[src/rtl/dmg_timer_multi_pkg.sv]
// Shared definitions for the multi-channel DMG-style timer: register offsets,
// CTL bit positions, channel FSM encoding and the tap lookup.
package dmg_timer_multi_pkg;

  localparam int ADDR_DIV    = 0;
  localparam int REG_STRIDE  = 3;
  localparam int REG_CNT     = 0;
  localparam int REG_MOD     = 1;
  localparam int REG_CTL     = 2;

  localparam int CTL_SEL_LSB = 0;
  localparam int CTL_EN      = 2;
  localparam int CTL_ONESHOT = 3;

  typedef enum logic [1:0] {
    ST_COUNT  = 2'd0,
    ST_WAIT   = 2'd1,
    ST_RELOAD = 2'd2
  } chan_state_e;

  // TAPS packs one 4-bit divider index per sel value, sel=0 in the low nibble.
  function automatic logic [3:0] tap_idx(input logic [15:0] taps, input logic [1:0] sel);
    return taps[sel*4 +: 4];
  endfunction

endpackage

[src/rtl/dmg_timer_multi_chan.sv]
// One reloadable timer channel: CNT/MOD/CTL registers, tap falling-edge detector,
// overflow/reload sequencer and its wait counter.
//
//  state     | meaning
//  ----------+---------------------------------------------------------------
//  ST_COUNT  | CNT advances on each tap falling edge
//  ST_WAIT   | post-overflow delay, CNT reads 0, ticks ignored, CNT write aborts
//  ST_RELOAD | one clk: CNT already holds MOD, irq high, MOD write reloads CNT too
module dmg_timer_multi_chan
  import dmg_timer_multi_pkg::*;
#(
  parameter int          DIV_W   = 16,
  parameter int          CNT_W   = 8,
  parameter logic [15:0] TAPS    = {4'd7, 4'd5, 4'd3, 4'd9},
  parameter int          RLD_DLY = 4
) (
  input  logic             clk,
  input  logic             nreset,
  input  logic [DIV_W-1:0] div_i,
  input  logic             cnt_we_i,
  input  logic             mod_we_i,
  input  logic             ctl_we_i,
  input  logic [7:0]       din_i,
  output logic [7:0]       cnt_o,
  output logic [7:0]       mod_o,
  output logic [7:0]       ctl_o,
  output logic             irq_o
);

  localparam int WC_W = $clog2(RLD_DLY + 1);

  chan_state_e      state_q, state_d;
  logic [CNT_W-1:0] cnt_q, cnt_d;
  logic [CNT_W-1:0] mod_q, mod_d;
  logic [1:0]       sel_q, sel_d;
  logic             en_q, en_d;
  logic             os_q, os_d;
  logic [WC_W-1:0]  wcnt_q, wcnt_d;
  logic             t_q;
  logic             t;
  logic             tick;

  always_ff @(posedge clk or negedge nreset) begin
    if (!nreset) begin
      state_q <= ST_COUNT;
      cnt_q   <= '0;
      mod_q   <= '0;
      sel_q   <= '0;
      en_q    <= 1'b0;
      os_q    <= 1'b0;
      wcnt_q  <= '0;
      t_q     <= 1'b0;
    end else begin
      state_q <= state_d;
      cnt_q   <= cnt_d;
      mod_q   <= mod_d;
      sel_q   <= sel_d;
      en_q    <= en_d;
      os_q    <= os_d;
      wcnt_q  <= wcnt_d;
      t_q     <= t;
    end
  end

  always_comb begin
    t       = en_q & div_i[tap_idx(TAPS, sel_q)];
    tick    = t_q & ~t;
    state_d = state_q;
    cnt_d   = cnt_q;
    mod_d   = mod_q;
    sel_d   = sel_q;
    en_d    = en_q;
    os_d    = os_q;
    wcnt_d  = wcnt_q;

    if (mod_we_i) mod_d = din_i[CNT_W-1:0];
    if (ctl_we_i) begin
      sel_d = din_i[CTL_SEL_LSB +: 2];
      en_d  = din_i[CTL_EN];
      os_d  = din_i[CTL_ONESHOT];
    end

    case (state_q)
      ST_COUNT: begin
        if (cnt_we_i) begin
          cnt_d = din_i[CNT_W-1:0];
        end else if (tick) begin
          if (cnt_q == {CNT_W{1'b1}}) begin
            cnt_d   = '0;
            wcnt_d  = WC_W'(RLD_DLY);
            state_d = ST_WAIT;
          end else begin
            cnt_d = cnt_q + CNT_W'(1);
          end
        end
      end
      ST_WAIT: begin
        if (cnt_we_i) begin
          cnt_d   = din_i[CNT_W-1:0];
          state_d = ST_COUNT;
        end else if (wcnt_q == WC_W'(1)) begin
          cnt_d   = mod_d;
          state_d = ST_RELOAD;
          if (os_q) en_d = 1'b0;
        end else begin
          wcnt_d = wcnt_q - WC_W'(1);
        end
      end
      ST_RELOAD: begin
        // CNT writes are dropped here; a MOD write lands in CNT as well.
        if (mod_we_i) cnt_d = din_i[CNT_W-1:0];
        state_d = ST_COUNT;
      end
      default: state_d = ST_COUNT;
    endcase
  end

  assign cnt_o = 8'(cnt_q);
  assign mod_o = 8'(mod_q);
  assign ctl_o = {4'b0000, os_q, en_q, sel_q};
  assign irq_o = (state_q == ST_RELOAD);

endmodule

[src/rtl/dmg_timer_multi.sv]
// Multi-channel DMG timer top: free-running divider, register decode, read mux
// with registered dout, and N_CH independent timer channels.
module dmg_timer_multi
  import dmg_timer_multi_pkg::*;
#(
  parameter int          DIV_W   = 16,
  parameter int          CNT_W   = 8,
  parameter int          N_CH    = 1,
  parameter logic [15:0] TAPS    = {4'd7, 4'd5, 4'd3, 4'd9},
  parameter int          RLD_DLY = 4,
  parameter int          ADDR_W  = 5
) (
  input  logic              clk,
  input  logic              nreset,
  input  logic [ADDR_W-1:0] addr,
  input  logic              wr,
  input  logic              rd,
  input  logic [7:0]        din,
  output logic [7:0]        dout,
  output logic [N_CH-1:0]   irq
);

  logic [DIV_W-1:0] div_q, div_d;
  logic [7:0]       dout_q, dout_d;
  logic [N_CH-1:0]  cnt_we, mod_we, ctl_we;
  logic [7:0]       cnt_rd [N_CH];
  logic [7:0]       mod_rd [N_CH];
  logic [7:0]       ctl_rd [N_CH];

  always_ff @(posedge clk or negedge nreset) begin
    if (!nreset) begin
      div_q  <= '0;
      dout_q <= '0;
    end else begin
      div_q  <= div_d;
      dout_q <= dout_d;
    end
  end

  // Unmapped addresses fall through to 8'hFF and match no write enable.
  always_comb begin
    cnt_we = '0;
    mod_we = '0;
    ctl_we = '0;
    dout_d = 8'hFF;
    div_d  = div_q + DIV_W'(1);
    if (addr == ADDR_W'(ADDR_DIV)) begin
      dout_d = div_q[DIV_W-1 -: 8];
      if (wr) div_d = '0;
    end
    for (int c = 0; c < N_CH; c++) begin
      if (addr == ADDR_W'(1 + REG_STRIDE*c + REG_CNT)) begin
        cnt_we[c] = wr;
        dout_d    = cnt_rd[c];
      end
      if (addr == ADDR_W'(1 + REG_STRIDE*c + REG_MOD)) begin
        mod_we[c] = wr;
        dout_d    = mod_rd[c];
      end
      if (addr == ADDR_W'(1 + REG_STRIDE*c + REG_CTL)) begin
        ctl_we[c] = wr;
        dout_d    = ctl_rd[c];
      end
    end
    if (!rd) dout_d = dout_q;
  end

  assign dout = dout_q;

  for (genvar g = 0; g < N_CH; g++) begin : g_chan
    dmg_timer_multi_chan #(
      .DIV_W  (DIV_W),
      .CNT_W  (CNT_W),
      .TAPS   (TAPS),
      .RLD_DLY(RLD_DLY)
    ) u_chan (
      .clk     (clk),
      .nreset  (nreset),
      .div_i   (div_q),
      .cnt_we_i(cnt_we[g]),
      .mod_we_i(mod_we[g]),
      .ctl_we_i(ctl_we[g]),
      .din_i   (din),
      .cnt_o   (cnt_rd[g]),
      .mod_o   (mod_rd[g]),
      .ctl_o   (ctl_rd[g]),
      .irq_o   (irq[g])
    );
  end

endmodule
[config.mk]
export PLATFORM = sky130hd
export DESIGN_NAME = dmg_timer_multi
export DESIGN_NICKNAME = d
export VERILOG_FILES = /design/src/rtl/dmg_timer_multi_pkg.sv /design/src/rtl/dmg_timer_multi_chan.sv /design/src/rtl/dmg_timer_multi.sv
export SDC_FILE = /design/constraint.sdc
export NUM_CORES = 1
export LEC_CHECK = 0
export BUFFER_PORTS_ARGS = -buffer_cell sky130_fd_sc_hd__buf_4
export CAP_MARGIN = 15
export CORE_MARGIN = 2
export CORE_UTILIZATION = 54
export DETAILED_ROUTE_END_ITERATION = 8
export PLACE_DENSITY = 0.72
export SYNTH_ARGS = -nofsm -noshare
export SYNTH_HDL_FRONTEND = slang
export SYNTH_HIERARCHICAL = 1
export SYNTH_SLANG_ARGS = --single-unit
[constraint.sdc]
create_clock -name clk -period 2.25 [get_ports clk]
set_clock_uncertainty 0.2 [all_clocks]
set_input_delay 0.225 -clock clk [delete_from_list [all_inputs] [get_ports clk]]
set_output_delay 0.225 -clock clk [all_outputs]
set_load 0.01 [all_outputs]
==> results.cfg <==
[outcome]
status = finished, final reports clean

[yosys]
synth_edf_count = 0
avgSynthCellArea_um2 = 9.899
ys_warn_count = 6
synth_cells = 329
yosysUniqueCellTypes = 68
ys_async_sr_fraction_pct = 100.0
synth_seq_area_share_pct = 38.42
ys.flop_type = dfrtp_1
syn-cell-area_um2 = 3257
ys_seq_elements = 50

[place]
io_buffers = 25
dp.cells = 436
dp.final_hpwl_mm = 5.832
gp_congestion = 0.8883

[drt]
firstDrtPassIters = 5
wirelength_mm = 8.107
vias_per_cell = 6.035
ant_nets = 0
wl_per_cell_um = 17.78
first_iter_violations = 184
vias = 2752
route.detailed.drc = 0

[die]
dieArea_um2 = 6668
start_util_pct = 55.34
fp-row-count = 28
dieHeight_um = 81.66
chipWidth_um = 81.66
core-area_um2 = 5886
ios = 26

[timing]
hold_violations = 0
whs_ns = 0.08111
fin_crit_sh_pct = 94.70
relSlewSlack_pct = 56.54
period_needed_ns = 2.131
worst_pin_slew_ns = 0.6519
setup_viol = 0
rsz0062_at_grt = no
max_freq_mhz = 469.3
slew_violations = 0
tns_ns = 0

[global_routing]
grt_overflow = 0
grt_pass1_vias = 2648
antenna_found_initial = 0
grt_max_degree = 51
grt_pass1_wl_mm = 13.19
grt.total_usage_pct = 26.06

[critical_path]
cp-end-kind = flip-flop
crit_chain = inv_1 -> ha_1 -> nand2b_1 -> nor2_1 -> a211o_4 -> mux2_1
criticalPathCategory = reg2reg
max_stage_delay_ns = 0.44
crit_required_ns = 2.26
critPathMaxFanout = 13
crit_arrival_ns = 2.14
crit_start = g_chan[0].u_chan/state_q[1]$_DFFE_PN0P_
cp-start-kind = flip-flop
crit_slowest_cell = ha_1
cp.buffers_inverters = 1
worst_path_dominant_cell_family = adder cells
r2r-start = g_chan[0].u_chan/state_q[1]$_DFFE_PN0P_

[power_and_ir_drop]
switching_share_pct = 40.46
power.switching_mw = 1.608
p_leak_nw = 1.610
pwr_density_cell_nw_per_um2 = 1024
power_frac_seq_pct = 37.1
clkPwrFrac_pct = 17.3
peakVddDrop_mv = 0.5330
share_comb_of_total_power_pct = 45.5
p_int_mw = 2.366

[final_layout]
areaGrowthSynthToFinish_pct = 19.13
fin_nets = 406
fin_cells = 456
drive_gt1_share_pct = 28.61
fin_util_pct = 65.92
diodes = 0

[clock_network]
cts_tree = built
clk_path_buf_depth = 2
htree_levels = 2
clk_latency_ns = 0.31
cts_buffers = 5
cts_sinks = 50
cts_root_buf = clkbuf_8
clk_pin_slew_worst_paths_ns = 0.10

[worst_hold_path]
hold_class = in2reg
worstHoldStart = rd

[job]
cap_violations = 0
-- placed cells by master (no fill, tap or decap), types with 5 or more instances in the layout --
cell           count
ha_1               8
nor2_1            13
a21oi_1           23
or3_1              5
o32ai_1            8
inv_1             13
o31ai_1            7
nor4b_1            8
mux2i_1           11
a21oi_2            7
o21ai_0           12
clkbuf_8           5
dlygate4sd3_1      9
o22ai_1            8
nand2_1           17
nand3_1           11
buf_4             56
dfrtp_1           50
mux2_2            15
-- registers in the layout, summed over array words and instances (netlist names) --
name and flops:
div_q 16, dout 8, g_chan.u_chan/cnt_o 8, g_chan.u_chan/en_q 1, g_chan.u_chan/mod_o 8, g_chan.u_chan/os_q 1, g_chan.u_chan/sel_q 2, g_chan.u_chan/state_q 2
g_chan.u_chan/t_q 1, g_chan.u_chan/wcnt_q 3
-- logic make-up (layout without fill, tap and decap cells) --
group / after synthesis / in the layout / share of synthesized area [%]
multiplexers: 31 / 31 / 10.33
flip-flops: 50 / 50 / 38.42
AND/OR/NAND/NOR: 94 / 94 / 18.09
AO/OA/AOI/OAI: 101 / 101 / 22.32
adder cells (fa/ha/maj): 9 / 9 / 3.458
XOR/XNOR: 4 / 4 / 1.076
buffers and inverters: 39 / 88 / 6.185
other: 1 / 4 / 0.1151
-- final cells by class --
type	instances	area, um2
clock buffers	5	68.82
clock inverters	3	48.80
fillers	493	2006
inverters	15	56.30
well taps	75	93.84
multi-input cells	243	1851
repair buffers	65	510.5
flip-flops and latches	50	1251
-- layer usage --
metal | vias up | global-route usage (%) | share of wire, %
met5 | - | 0 | 0
met4 | 0 | 6.833 | 1.8
met3 | 11 | 3.956 | 3.7
met2 | 67 | 42.87 | 47
met1 | 1336 | 36.06 | 48
li1 | 1338 | - | -
-- timing repair --
action,in CTS,in global routing
buffers inserted,2,1
hold buffers,8,1
pin swaps,0,1
endpoints found under the hold margin,58,1
endpoints found under the setup margin,1,13
resized for setup,0,5
-- worst reg2reg max path: cells and delay by family (launching register included) --
kind                       cells  cell delay, ns
AOI/OAI and AO/OA              1            0.22
adders and majority gates      1            0.44
buffers and inverters          1            0.10
DFF                            1            0.39
and+or+nand+nor                2            0.36
muxes                          1            0.33
-- power groups by stage --
stage | sequential [mW] | combinational, mW | clock (mW)
2_1_floorplan | 1.43 | 1.41 | 0
3_3_place_gp | 1.50 | 1.92 | 0
3_5_place_dp | 1.51 | 1.97 | 0
4_1_cts | 1.48 | 2.03 | 0.696
5_1_grt | 1.51 | 2.03 | 0.728
6_report | 1.48 | 1.81 | 0.689
-- synth_stat cells, types with 5 or more instances --
cell type | instances | area share, %
nor2_1 | 14 | 1.6
o22ai_1 | 8 | 1.5
a21oi_2 | 7 | 1.9
or3_1 | 5 | 0.96
nor4b_1 | 8 | 2.2
nand2_1 | 17 | 2.0
dfrtp_1 | 50 | 38
buf_4 | 7 | 1.6
a21oi_1 | 23 | 3.5
clkbuf_1 | 6 | 0.69
o32ai_1 | 8 | 2.2
ha_1 | 9 | 3.5
mux2_2 | 15 | 5.2
mux2i_1 | 12 | 3.7
o31ai_1 | 7 | 1.6
inv_1 | 14 | 1.6
buf_2 | 8 | 1.2
o21ai_0 | 12 | 1.8
nand3_1 | 11 | 1.7
-- stage by stage --
step                power [mW]  setup WS [ns]  cell area [um2]
floorplan                2.841       -0.09447             3304
global placement         3.415        -0.1693             3628
detailed placement       3.473        -0.1863             3628
CTS                      4.211        0.01237             3841
global route             4.270        0.01565             3880
finish                   3.974         0.1193             3880
-- path summary, 6_finish.rpt --
check / to / slack, ns / cells past startpoint
worst max-delay path: g_chan[0].u_chan/cnt_o[2]$_DFFE_PN0P_ / 0.12 / 6
worst min-delay path: dout[5]$_DFFE_PN0P_ / 0.08 / 3
worst max register to register: g_chan[0].u_chan/cnt_o[2]$_DFFE_PN0P_ / 0.12 / 6
worst min register to register: div_q[0]$_DFF_PN0_ / 0.32 / 1
max in group asynchronous: g_chan[0].u_chan/cnt_o[1]$_DFFE_PN0P_ / 1.15 / 2
min in group asynchronous: div_q[2]$_DFF_PN0_ / 0.26 / 2
Power figures use the tool's default switching activity.
